--- src/rtl/fe_dispatch_queue_if.sv ---
// Front-end to back-end dispatch bundle: decoded-instruction handshake in,
// valid/yumi head out, and the redirect path back toward the front end.
interface fe_dispatch_queue_if #(
   parameter int WIDTH_P     = 32,
   parameter int DEPTH_P     = 8,
   parameter int WORD_SIZE_P = 16
);
   localparam int CNT_W = $clog2(DEPTH_P) + 1;

   logic                   fe_valid_i;
   logic [WIDTH_P-1:0]     fe_instr_i;
   logic                   fe_ready_o;
   logic                   be_valid_o;
   logic [WIDTH_P-1:0]     be_instr_o;
   logic                   be_yumi_i;
   logic                   redirect_v_i;
   logic [WORD_SIZE_P-1:0] redirect_pc_i;
   logic                   mis_predict_o;
   logic [WORD_SIZE_P-1:0] branch_mis_target_o;
   logic [CNT_W-1:0]       count_o;

   // The queue itself.
   modport slave (
      input  fe_valid_i, fe_instr_i, be_yumi_i, redirect_v_i, redirect_pc_i,
      output fe_ready_o, be_valid_o, be_instr_o, mis_predict_o,
             branch_mis_target_o, count_o
   );

   // Whatever surrounds the queue: front end, back end and redirect source.
   modport master (
      output fe_valid_i, fe_instr_i, be_yumi_i, redirect_v_i, redirect_pc_i,
      input  fe_ready_o, be_valid_o, be_instr_o, mis_predict_o,
             branch_mis_target_o, count_o
   );
endinterface

--- src/rtl/fe_dispatch_queue.sv ---
// Decoded-instruction FIFO between the front end and rename/issue, with a
// flushing redirect path that pulses mis_predict back to the front end.
module fe_dispatch_queue #(
   parameter int WIDTH_P     = 32,  // decoded instruction width
   parameter int DEPTH_P     = 8,
   parameter int WORD_SIZE_P = 16
) (
   input logic                clk_i,
   input logic                reset_n_i,
   fe_dispatch_queue_if.slave bus
);
   localparam int PTR_W = $clog2(DEPTH_P);
   localparam int CNT_W = PTR_W + 1;
   localparam logic [CNT_W-1:0] FULL_CNT = CNT_W'(DEPTH_P);

   if (DEPTH_P < 2 || (DEPTH_P & (DEPTH_P - 1)) != 0) begin : g_depth_chk
      $error("fe_dispatch_queue: DEPTH_P must be a power of two >= 2");
   end

   typedef enum logic {
      RUN      = 1'b0,
      REDIRECT = 1'b1
   } state_e;

   state_e                 state_q, state_d;
   logic [PTR_W-1:0]       wptr_q, wptr_d;
   logic [PTR_W-1:0]       rptr_q, rptr_d;
   logic [CNT_W-1:0]       count_q, count_d;
   logic [WORD_SIZE_P-1:0] target_q, target_d;
   logic [WIDTH_P-1:0]     mem_q [DEPTH_P];

   logic full, empty;
   logic fe_ready, be_valid;
   logic enq, deq;

   // Status and handshake terms come only from registered state, so neither
   // ready nor valid has a combinational path from any input.
   always_comb begin
      full     = (count_q == FULL_CNT);
      empty    = (count_q == '0);
      fe_ready = ~full | (state_q == REDIRECT);
      be_valid = ~empty & (state_q == RUN);
      enq      = bus.fe_valid_i & fe_ready & (state_q == RUN) & ~bus.redirect_v_i;
      deq      = be_valid & bus.be_yumi_i;
   end

   always_comb begin
      state_d  = state_q;
      wptr_d   = wptr_q;
      rptr_d   = rptr_q;
      count_d  = count_q;
      target_d = target_q;

      if (bus.redirect_v_i) begin
         // Flush wins over any same-cycle enqueue or yumi.
         state_d  = REDIRECT;
         target_d = bus.redirect_pc_i;
         wptr_d   = '0;
         rptr_d   = '0;
         count_d  = '0;
      end else begin
         state_d = RUN;
         if (enq) begin
            wptr_d = wptr_q + PTR_W'(1);
         end
         if (deq) begin
            rptr_d = rptr_q + PTR_W'(1);
         end
         count_d = count_q + CNT_W'(enq) - CNT_W'(deq);
      end
   end

   always_ff @(posedge clk_i or negedge reset_n_i) begin
      if (!reset_n_i) begin
         state_q  <= RUN;
         wptr_q   <= '0;
         rptr_q   <= '0;
         count_q  <= '0;
         target_q <= '0;
      end else begin
         state_q  <= state_d;
         wptr_q   <= wptr_d;
         rptr_q   <= rptr_d;
         count_q  <= count_d;
         target_q <= target_d;
      end
   end

   // Entry storage carries no reset; contents are only observed while valid.
   always_ff @(posedge clk_i) begin
      if (enq) begin
         mem_q[wptr_q] <= bus.fe_instr_i;
      end
   end

   assign bus.fe_ready_o          = fe_ready;
   assign bus.be_valid_o          = be_valid;
   assign bus.be_instr_o          = mem_q[rptr_q];
   assign bus.mis_predict_o       = (state_q == REDIRECT);
   assign bus.branch_mis_target_o = target_q;
   assign bus.count_o             = count_q;

   a_count_bound : assert property (@(posedge clk_i) disable iff (!reset_n_i)
      count_q <= FULL_CNT);
   a_ptr_consistent : assert property (@(posedge clk_i) disable iff (!reset_n_i)
      (wptr_q - rptr_q) == count_q[PTR_W-1:0]);
endmodule
--- src/flat_wrapper.sv ---
// flat-port wrapper written by rule: the top's interface ports become plain ports
module fe_dispatch_queue_flat 
#(
   parameter int WIDTH_P     = 32,                              
   parameter int DEPTH_P     = 8,
   parameter int WORD_SIZE_P = 16
)
  (clk_i, reset_n_i, bus_fe_valid_i, bus_fe_instr_i, bus_be_yumi_i, bus_redirect_v_i, bus_redirect_pc_i, bus_fe_ready_o, bus_be_valid_o, bus_be_instr_o, bus_mis_predict_o, bus_branch_mis_target_o, bus_count_o);
  fe_dispatch_queue_if #(.WIDTH_P(WIDTH_P), .DEPTH_P(DEPTH_P), .WORD_SIZE_P(WORD_SIZE_P)) bus_i ();
  input logic clk_i;
  input logic reset_n_i;
  input wire logic [$bits(bus_i.fe_valid_i)-1:0] bus_fe_valid_i;
  input wire logic [$bits(bus_i.fe_instr_i)-1:0] bus_fe_instr_i;
  input wire logic [$bits(bus_i.be_yumi_i)-1:0] bus_be_yumi_i;
  input wire logic [$bits(bus_i.redirect_v_i)-1:0] bus_redirect_v_i;
  input wire logic [$bits(bus_i.redirect_pc_i)-1:0] bus_redirect_pc_i;
  output wire logic [$bits(bus_i.fe_ready_o)-1:0] bus_fe_ready_o;
  output wire logic [$bits(bus_i.be_valid_o)-1:0] bus_be_valid_o;
  output wire logic [$bits(bus_i.be_instr_o)-1:0] bus_be_instr_o;
  output wire logic [$bits(bus_i.mis_predict_o)-1:0] bus_mis_predict_o;
  output wire logic [$bits(bus_i.branch_mis_target_o)-1:0] bus_branch_mis_target_o;
  output wire logic [$bits(bus_i.count_o)-1:0] bus_count_o;
  assign bus_i.fe_valid_i = bus_fe_valid_i;
  assign bus_i.fe_instr_i = bus_fe_instr_i;
  assign bus_i.be_yumi_i = bus_be_yumi_i;
  assign bus_i.redirect_v_i = bus_redirect_v_i;
  assign bus_i.redirect_pc_i = bus_redirect_pc_i;
  assign bus_fe_ready_o = bus_i.fe_ready_o;
  assign bus_be_valid_o = bus_i.be_valid_o;
  assign bus_be_instr_o = bus_i.be_instr_o;
  assign bus_mis_predict_o = bus_i.mis_predict_o;
  assign bus_branch_mis_target_o = bus_i.branch_mis_target_o;
  assign bus_count_o = bus_i.count_o;
  fe_dispatch_queue #(.WIDTH_P(WIDTH_P), .DEPTH_P(DEPTH_P), .WORD_SIZE_P(WORD_SIZE_P)) u_core (.clk_i(clk_i), .reset_n_i(reset_n_i), .bus(bus_i));
endmodule
--- config.mk ---
export PLATFORM = sky130hd
export DESIGN_NAME = fe_dispatch_queue_flat
export DESIGN_NICKNAME = d
export VERILOG_FILES = /design/src/rtl/fe_dispatch_queue_if.sv /design/src/rtl/fe_dispatch_queue.sv /design/src/flat_wrapper.sv
export SDC_FILE = /design/constraint.sdc
export NUM_CORES = 1
export LEC_CHECK = 0
export CAP_MARGIN = 10
export CORE_ASPECT_RATIO = 1.75
export CORE_MARGIN = 4
export CORE_UTILIZATION = 39
export DETAILED_ROUTE_END_ITERATION = 6
export PLACE_DENSITY = 0.57
export RECOVER_POWER = 25
export SLEW_MARGIN = 20
export SYNTH_ARGS = -nofsm -noshare
export SYNTH_HDL_FRONTEND = slang
export SYNTH_SLANG_ARGS = --single-unit
--- constraint.sdc ---
create_clock -name clk_i -period 5 [get_ports clk_i]
set_input_delay 0.75 -clock clk_i [delete_from_list [all_inputs] [get_ports clk_i]]
set_output_delay 0.75 -clock clk_i [all_outputs]
set_load 0.05 [all_outputs]
* After elaboration in Yosys (flattened, before gate mapping)
Memories as Yosys holds them, arrays and structs flattened. Index checks and enable logic that the tools add are counted.
Operators by class: add/sub/neg operators 4, equal/unequal tests 1, muxes and demuxes 8, bitwise gates (word level) 10, reduce and logical (&&, ||, !) cells 3
Operators with widths (number):
- 3-bit two-way mux | 4
- 3-bit by 1-bit adder with 3-bit output (second input constant) | 2
- 1-bit bitwise AND | 5
- 4-bit by 1-bit adder with 4-bit output | 1
- 4-bit equality test (second input constant) | 1
- 4-bit zero test | 1
- 4-bit two-way mux | 1
- 1-bit inverter | 4
- 2-bit nonzero test | 2
- 4-bit by 1-bit subtractor with 4-bit output | 1
- 1-bit two-way mux | 3
- 1-bit OR | 1
Word-level totals: register bits after elaboration 27, memory bits (writable) 256, input port bits 53, word-level logic and storage cells 32, memories 1
Memory list:
- u_core.mem_q | depth 8, bits a word 32, rd ports 1, clocked after memory_dff 0, write ports 1, line fe_dispatch_queue.sv:30 | logic [WIDTH_P-1:0] mem_q [DEPTH_P];

* Logic depth before layout (Yosys ltp)
Gate-level depths: netlist of the first run.
depth after elaboration 9, mapped depth 10, gate-level depth less buffers 10

* Least setup slack after synthesis of the first run
Ideal clock, no wire load.
path type register to register, start point register u_core.count_q[2] (netlist: u_core.bus.count_o[2]), end point memory u_core.mem_q[1][0], enable pin, data arrival time 3.965 ns, required time 4.539 ns, slack 0.574 ns, stages on the path, launching flop included 6, clock period less this slack 4.426 ns, path through dfrtp_1 inv_1 ha_1 nor3b_1 or4b_1 nor3_1
Between the ends: word-level cells in the longest chain between the ends 8
Ends and longest elaborated chain:
- start, declared | line fe_dispatch_queue.sv:28 | logic [CNT_W-1:0] count_q, count_d;
- start signal, assigned | line fe_dispatch_queue.sv:84 | count_q <= count_d;
- 4-bit equality test | line fe_dispatch_queue.sv:39 | full = (count_q == FULL_CNT);
- 1-bit inverter | line fe_dispatch_queue.sv:41 | fe_ready = ~full | (state_q == REDIRECT);
- 1-bit OR | line fe_dispatch_queue.sv:41
- 1-bit bitwise AND (3 in series) | line fe_dispatch_queue.sv:43 | enq = bus.fe_valid_i & fe_ready & (state_q == RUN) & ~bus.redirect_v_i;
- 1-bit two-way mux | line fe_dispatch_queue.sv:91 | if (enq) begin
- 1-bit two-way mux (implied by the code) | line fe_dispatch_queue.sv:92 | mem_q[wptr_q] <= bus.fe_instr_i;
- end, declared | line fe_dispatch_queue.sv:30
Every way passes these cells.

* Final worst setup path of the first run
start point register u_core.rptr_q[1], end point output port bus_be_instr_o[15]
Between the ends: word-level cells in the longest chain between the ends 1
Ends and longest elaborated chain:
- start, declared | line fe_dispatch_queue.sv:27 | logic [PTR_W-1:0] rptr_q, rptr_d;
- start signal, assigned | line fe_dispatch_queue.sv:83 | rptr_q <= rptr_d;
- memory 8 x 32 bit
- end, declared | line flat_wrapper.sv:19 | output wire logic [$bits(bus_i.be_instr_o)-1:0] bus_be_instr_o;
Every way passes these cells.

==> run_results.csv, run 1 <==
group,metric,value,unit
status,status,"finished, violations left",
status,violations,"capacitance limit, slew limit",
global_route,antenna_found_initial,3,
worst_hold_path,hp-class,"register to register",
placed_design,port_buffers,107,
pwr,cellInternalPower,4062,uW
clock_network,clock_latency,0.53,ns
pwr,netSwitchingPower,1342,uW
floorplanning,io_pins,108,
worst_hold_path,hp-start,"u_core.bus.branch_mis_target_o[11]$_DFFE_PN0P_",
timing,timing.hold.ws,0.5064,ns
synth,syn-instance-count,481,
clock_network,clock_sinks,283,
critical_path,cp_data_required_time,4.25,ns
critical_path,r2r_slack,2.03,ns
timing,setup_viol,0,
synth,synthXorXnorAreaFrac,0.07937,%
timing,relSlewSlack,-3.454,%
clock_network,cts_buffers,26,
global_route,globalRouteTotalUtil,14.33,%
detailed_routing,drt_wl_total,21.62,mm
pwr,p_comb_share,14.3,%
floorplanning,start_util,39.45,%
pwr,pwr-share-clk,35.9,%
timing,slew_violations,28,
timing,fin_tns_setup,0,ns
floorplanning,dieWidth,135.2,microns
synth,muxShareOfSynthArea,18.94,%
pwr,p_seq_share,49.8,%
floorplanning,die_h,230.5,microns
finish,postLayoutCellArea,13430,sq um
synth,synth_top_family_by_area,"multiplexers",
pwr,p_per_area,402.5,nW/um^2
detailed_routing,drt_pass1_iterations,4,
timing,fin_crit_sh,82.24,%
critical_path,endpoint_kind,"output port",
clock_network,cts_resized,0,
detailed_routing,vias,5104,
floorplanning,num_rows,81,
timing,finalClockSkew,0.009317,ns
clock_network,cts_setup_buffers,0,
floorplanning,core_area,27970,sq um
synth,synth_nets,543,
synth,syn_area_per_cell,22.94,sq um
worst_hold_path,min_path_cells,1,
detailed_routing,wl_per_cell,21.62,microns
clock_network,h-tree-depth,1,
timing,rsz0062_at_grt,"false",
detailed_routing,viasPerCell,5.104,
synth,synth-seq-cells,283,
finish,post-route-util,48.01,%
global_route,grt_pass1_wl,33.87,mm
placed_design,dp_hpwl,12.72,mm
global_route,grt_pass1_vias,5722,
critical_path,cp.arrival,3.36,ns
pwr,p_leak,0.004284,uW
worst_hold_path,min_to,"u_core.bus.branch_mis_target_o[11]$_DFFE_PN0P_",
synth,yosysSeqAreaShare,75.79,%
clock_network,cts_hold_buf,0,
critical_path,r2r-end,"u_core.mem_q[5][0]$_DFFE_PP_",
timing,fin_crit,4.112,ns
placed_design,gp_congestion,0.6900,
timing,max_clock_freq,243.2,MHz
finish,drive_above_1_share,24.60,%
critical_path,rr_startpoint,"u_core.bus.count_o[2]$_DFF_PN0_",
placed_design,place_area,12590,sq um
job,drv_cap,1,
clock_network,cts_root_buf,"clkbuf_16",
global_route,grt_max_degree,37,
floorplanning,fp.dieArea,31150,sq um
timing,setup_ws,0.8880,ns
global_route,overflow,0,
pwr,p_sw_share,24.84,%
synth,synth_compound_area_share,0.4422,%
timing,hold_violations,0,
critical_path,worstSetupPathType,"register to output port",
detailed_routing,drt-initial-drc-count,275,
synth,netlist_area,11030,sq um
detailed_routing,ant_nets,0,
clock_network,cts_max_path_buffers,3,
clock_network,cts.clk_slew.worst_paths,0.06,ns
clock_network,cts_tree,"built",
detailed_routing,drc,0,
pwr,ir_worst_vdd,0.2568,mV
synth,synthAdderAreaFrac,1.089,%
placed_design,place_ws,1.389,ns
finish,syn_to_final_growth,21.70,%
timing,worstMarginPinSlew,1.552,ns
critical_path,startpoint_type,"register",
finish,fin_nets,670,
critical_path,crit_fanout,36,
synth,synth_simple_gate_area_share,1.973,%
synth,yosysWarnings,0,
critical_path,reg2reg_depth,6,
synth,ys_types,30,
==> worst max-delay path: stages, from the launching register on <==
cell and delay [ns]:
dfrtp_4 0.82, buf_12 0.34, mux4_1 0.59, mux2_2 0.31
clkdlybuf4s50_1 0.71
==> logic make-up after synthesis <==
group           count (synthesis)
simple gates                   38
xor+xnor                        1
flops                         283
fa+ha+maj                       9
compound gates                  9
mux                           114
buf+inv                        27
==> state kept, by name, indices dropped and copies added (netlist names) <==
register,count
u_core.mem_q,256
u_core.bus.count_o,4
u_core.bus.mis_predict_o,1
u_core.wptr_q,3
u_core.bus.branch_mis_target_o,16
u_core.rptr_q,3
==> per-stage QoR <==
step | total power (uW) | cells
floorplan | 3238 | 481
global route | 5620 | 999
global placement | 3515 | 953
finish | 5405 | 1000
CTS | 5486 | 999
detailed placement | 3531 | 953
==> cell usage in the layout, fill, tap and decap left out, drive strengths merged, types with 2 or more instances in the layout <==
| master | instances |
|---|---|
| nand3b | 2 |
| clkinvlp | 2 |
| edfxtp | 256 |
| clkinv | 9 |
| bufinv | 2 |
| buf | 12 |
| ha | 8 |
| clkdlybuf4s50 | 89 |
| clkbuf | 34 |
| mux2 | 49 |
| or4b | 2 |
| o21ai | 4 |
| nor3b | 3 |
| mux4 | 64 |
| a21oi | 4 |
| dlygate4sd3 | 18 |
| inv | 6 |
| nor3 | 3 |
| nand2b | 9 |
| or3 | 2 |
| nor2b | 3 |
| nor2 | 11 |
| dfrtp | 27 |
==> layer usage <==
metal	track usage, %	share of wire (%)	vias up
li1	-	-	2270
met5	0	0	-
met2	26.87	56	108
met4	4.004	1.7	0
met1	16.57	38	2701
met3	2.573	4.5	25
==> cells in the mapped netlist <==
library cell  number  area share [%]
edfxtp_1         256              70
mux2_2            49             5.0
mux4_2            41             8.4
dfrtp_1           27             6.1
mux4_1            23             5.5
nor2_1            11            0.37
nand2b_1           9            0.51
clkbuf_1           8            0.27
ha_1               8            0.91
inv_1              6            0.20
a21oi_1            4            0.18
buf_12             4            0.73
buf_2              4            0.18
o21ai_0            4            0.18
buf_1              3            0.10
nor2b_1            3            0.17
nor3_1             3            0.14
nor3b_1            3            0.20
buf_6              2            0.20
nand3b_1           2            0.14
or3_1              2            0.11
a31o_2             1           0.079
fa_1               1            0.18
mux2i_1            1           0.091
nand2_1            1           0.034
nand3_1            1           0.045
or4_1              1           0.068
or4b_1             1           0.091
or4b_2             1           0.091
xnor2_1            1           0.079
==> layout make-up <==
| class | instances | area (sq um) |
|---|---|---|
| fill | 2369 | 14540 |
| sequential | 283 | 8369 |
| multi-input combinational | 171 | 2540 |
| timing repair buffer | 120 | 1190 |
| clock buffer | 33 | 718.2 |
| tap | 373 | 466.7 |
| clock inverter | 13 | 120.1 |
| inverter | 6 | 22.52 |
| antenna | 1 | 2.502 |
==> power groups by stage <==
stage / combinational (uW) / clock [uW] / sequential, uW
3_5_place_dp: 784 / 0 / 2750
3_3_place_gp: 772 / 0 / 2740
5_1_grt: 820 / 2100 / 2700
4_1_cts: 789 / 2000 / 2700
6_report: 771 / 1940 / 2690
2_1_floorplan: 450 / 0 / 2790
==> worst max-delay path by stage <==
stage	startpoint	end	depth (start not counted)
5_1_grt	u_core.rptr_q[1]$_DFFE_PN0P_	bus_be_instr_o[15]	4
3_3_place_gp	u_core.rptr_q[1]$_DFFE_PN0P_	bus_be_instr_o[15]	4
3_5_place_dp	u_core.rptr_q[1]$_DFFE_PN0P_	bus_be_instr_o[15]	4
2_1_floorplan	u_core.bus.count_o[2]$_DFF_PN0_	u_core.mem_q[1][0]$_DFFE_PP_	5
6_report	u_core.rptr_q[1]$_DFFE_PN0P_	bus_be_instr_o[15]	4
4_1_cts	u_core.rptr_q[1]$_DFFE_PN0P_	bus_be_instr_o[15]	4
Note: power is estimated with default switching activity, not from simulation.
==> run 2: changes to the inputs <==
==> constraint.sdc (replaced) <==
create_clock -name clk_i -period 4.1 [get_ports clk_i]
set_input_delay 0.615 -clock clk_i [delete_from_list [all_inputs] [get_ports clk_i]]
set_output_delay 0.615 -clock clk_i [all_outputs]
set_load 0.05 [all_outputs]
==> run_results.csv, run 2 (synthesis gave the netlist of run 1 again) <==
group,metric,value,unit
critical_path,cpPeakStageDelay,0.72,ns
finish,syn_to_final_growth,22.02,%
critical_path,cp_cell_sequence,"buf_4 -> mux4_1 -> mux2_2 -> clkdlybuf4s50_1",
critical_path,rr_startpoint,"u_core.bus.count_o[3]$_DFF_PN0_",
finish,final_common_cell,"edfxtp_1",
clock_network,cts_max_path_buffers,3,
placed_design,place_area,12690,sq um
placed_design,gp_congestion,0.7051,
global_route,grt_max_degree,35,
timing,fin_crit,3.806,ns
worst_hold_path,hp-class,"register to register",
clock_network,cts_setup_buffers,0,
finish,n_antenna_cell,0,
timing,rsz0062_at_grt,"false",
detailed_routing,vias,5126,
timing,max_clock_freq,262.7,MHz
critical_path,cp-endpoint,"bus_be_instr_o[23]",
finish,fill_cells,2356,
critical_path,worstSetupPathType,"register to output port",
detailed_routing,viasPerCell,5.111,
finish,postLayoutCellArea,13460,sq um
timing,hold_violations,0,
floorplanning,dieWidth,135.2,microns
timing,slew_violations,28,
finish,mostFrequentLayoutCells,"edfxtp_1, clkdlybuf4s50_1, mux2_2",
critical_path,endpoint_kind,"output port",
critical_path,path_buf_inv,2,
timing,fin_crit_sh,92.83,%
global_route,grt_pass1_wl,34.20,mm
floorplanning,fp.dieArea,31150,sq um
detailed_routing,drt-initial-drc-count,259,
status,violations,"capacitance limit, slew limit",
critical_path,cp.arrival,3.19,ns
finish,top_register,"u_core.mem_q",
floorplanning,io_pins,108,
detailed_routing,drc,0,
clock_network,clock_latency,0.51,ns
critical_path,slowest_stage,"dfrtp_4",
global_route,globalRouteTotalUtil,14.47,%
pwr,ir_worst_vdd,0.3212,mV
critical_path,cp_data_required_time,3.48,ns
global_route,grt_pass1_vias,5729,
floorplanning,num_rows,81,
finish,drive_above_1_share,25.08,%
clock_network,cts_tree,"built",
clock_network,cts_resized,0,
clock_network,cts.clk_slew.worst_paths,0.06,ns
status,status,"finished, violations left",
detailed_routing,ant_nets,0,
critical_path,cp_top_family,"buffers and inverters",
critical_path,startpoint,"u_core.rptr_q[1]$_DFFE_PN0P_",
floorplanning,start_util,39.45,%
clock_network,cts_hold_buf,0,
timing,fin_tns_setup,0,ns
critical_path,r2r_slack,1.47,ns
clock_network,cts_buffers,25,
job,drv_cap,1,
critical_path,startpoint_type,"register",
finish,largest_reg_flops,256,
timing,worstMarginPinSlew,1.517,ns
finish,multi_input_area,2552,sq um
finish,fin_nets,679,
critical_path,crit_cells,4,
floorplanning,die_h,230.5,microns
timing,setup_viol,0,
timing,relSlewSlack,-1.101,%
critical_path,crit_fanout,23,
global_route,overflow,0,
critical_path,reg2reg_depth,9,
worst_hold_path,min_path_cells,1,
detailed_routing,drt_wl_total,22.19,mm
detailed_routing,wl_per_cell,22.12,microns
clock_network,h-tree-depth,1,
clock_network,cts_root_buf,"clkbuf_16",
pwr,p_leak,0.004301,uW
critical_path,r2r-end,"u_core.bus.count_o[1]$_DFF_PN0_",
placed_design,dp_hpwl,13.57,mm
global_route,antenna_found_initial,1,
clock_network,clock_sinks,283,
floorplanning,core_area,27970,sq um
detailed_routing,drt_pass1_iterations,4,
timing,finalClockSkew,0.008786,ns
finish,seq_area,8369,sq um
placed_design,port_buffers,107,
pwr,p_per_area,483.0,nW/um^2
[run 2: cell count changes in the layout (fill, tap and decap cells not counted), sizes merged]
cell	change
clkinvlp	-1
clkinv	-2
dlygate4sd3	+2
buf	+10
clkbuf	-5
inv	+1
bufinv	+1
diode	-1
clkdlybuf4s50	-2
[run 2: metal layers]
layer	share of wire (%)	wire [microns]	track usage (%)
met3	3.7	813	2.399
met2	56	12420	26.85
met1	39	8614	17.34
met5	0.054	12	0
met4	1.5	329	3.594
[run 2: worst min path at each step]
stage,from,end,slack (ns)
floorplan,reset_n_i,u_core.bus.branch_mis_target_o[0]$_DFFE_PN0P_,0.32
global placement,u_core.bus.branch_mis_target_o[11]$_DFFE_PN0P_,u_core.bus.branch_mis_target_o[11]$_DFFE_PN0P_,0.49
detailed placement,u_core.bus.branch_mis_target_o[8]$_DFFE_PN0P_,u_core.bus.branch_mis_target_o[8]$_DFFE_PN0P_,0.49
CTS,reset_n_i,u_core.bus.branch_mis_target_o[2]$_DFFE_PN0P_,0.46
global route,u_core.bus.branch_mis_target_o[8]$_DFFE_PN0P_,u_core.bus.branch_mis_target_o[8]$_DFFE_PN0P_,0.52
finish,u_core.bus.branch_mis_target_o[8]$_DFFE_PN0P_,u_core.bus.branch_mis_target_o[8]$_DFFE_PN0P_,0.51
[run 2: metrics by stage]
stage	instances	setup WS [ns]	utilization [%]	hold WS (ns)	power [uW]
6_report	1003	0.2939	48.13	0.5063	6504
5_1_grt	1003	0.1342	48.13	0.5231	6756
4_1_cts	1003	0.1967	48.15	0.4647	6596
3_5_place_dp	963	0.7579	45.37	0.4947	4318
3_3_place_gp	963	0.8202	45.37	0.4907	4294
2_1_floorplan	481	0.5288	-	0.3194	3948
[run 2: power by group]
part | leakage (uW) | internal (uW) | switching [uW]
Sequential | 0.00263 | 3210 | 60.5
Combinational | 0.00129 | 388 | 579
Clock | 0.000378 | 1300 | 968
[run 2: cell type report]
type                       instances  share of cell area, %
clock buffer                      28                  4.730
clock inverter                    12                  1.031
inverter                           6                 0.1673
multi-input combinational        171                  18.96
sequential                       283                  62.16
tap                              373                  3.466
timing repair buffer             130                  9.488
[run 2: worst reg2reg max path, delay by kind of cell (launching register included)]
family	cells	cell delay (ns)
flip-flops	1	0.39
adder cells (fa/ha/maj)	4	1.15
AND/OR/NAND/NOR	3	0.85
buffers and inverters	2	0.13
==> run 3: changes to the inputs <==
--- a/config.mk
+++ b/config.mk
@@ -9,6 +9,7 @@
 export CORE_ASPECT_RATIO = 1.75
 export CORE_MARGIN = 4
 export CORE_UTILIZATION = 39
+export CTS_CLUSTER_SIZE = 24
 export DETAILED_ROUTE_END_ITERATION = 6
 export PLACE_DENSITY = 0.57
 export RECOVER_POWER = 25
==> results of run 3 <==
Same layout as run 2: the final DEF is identical, and so are final timing and power.
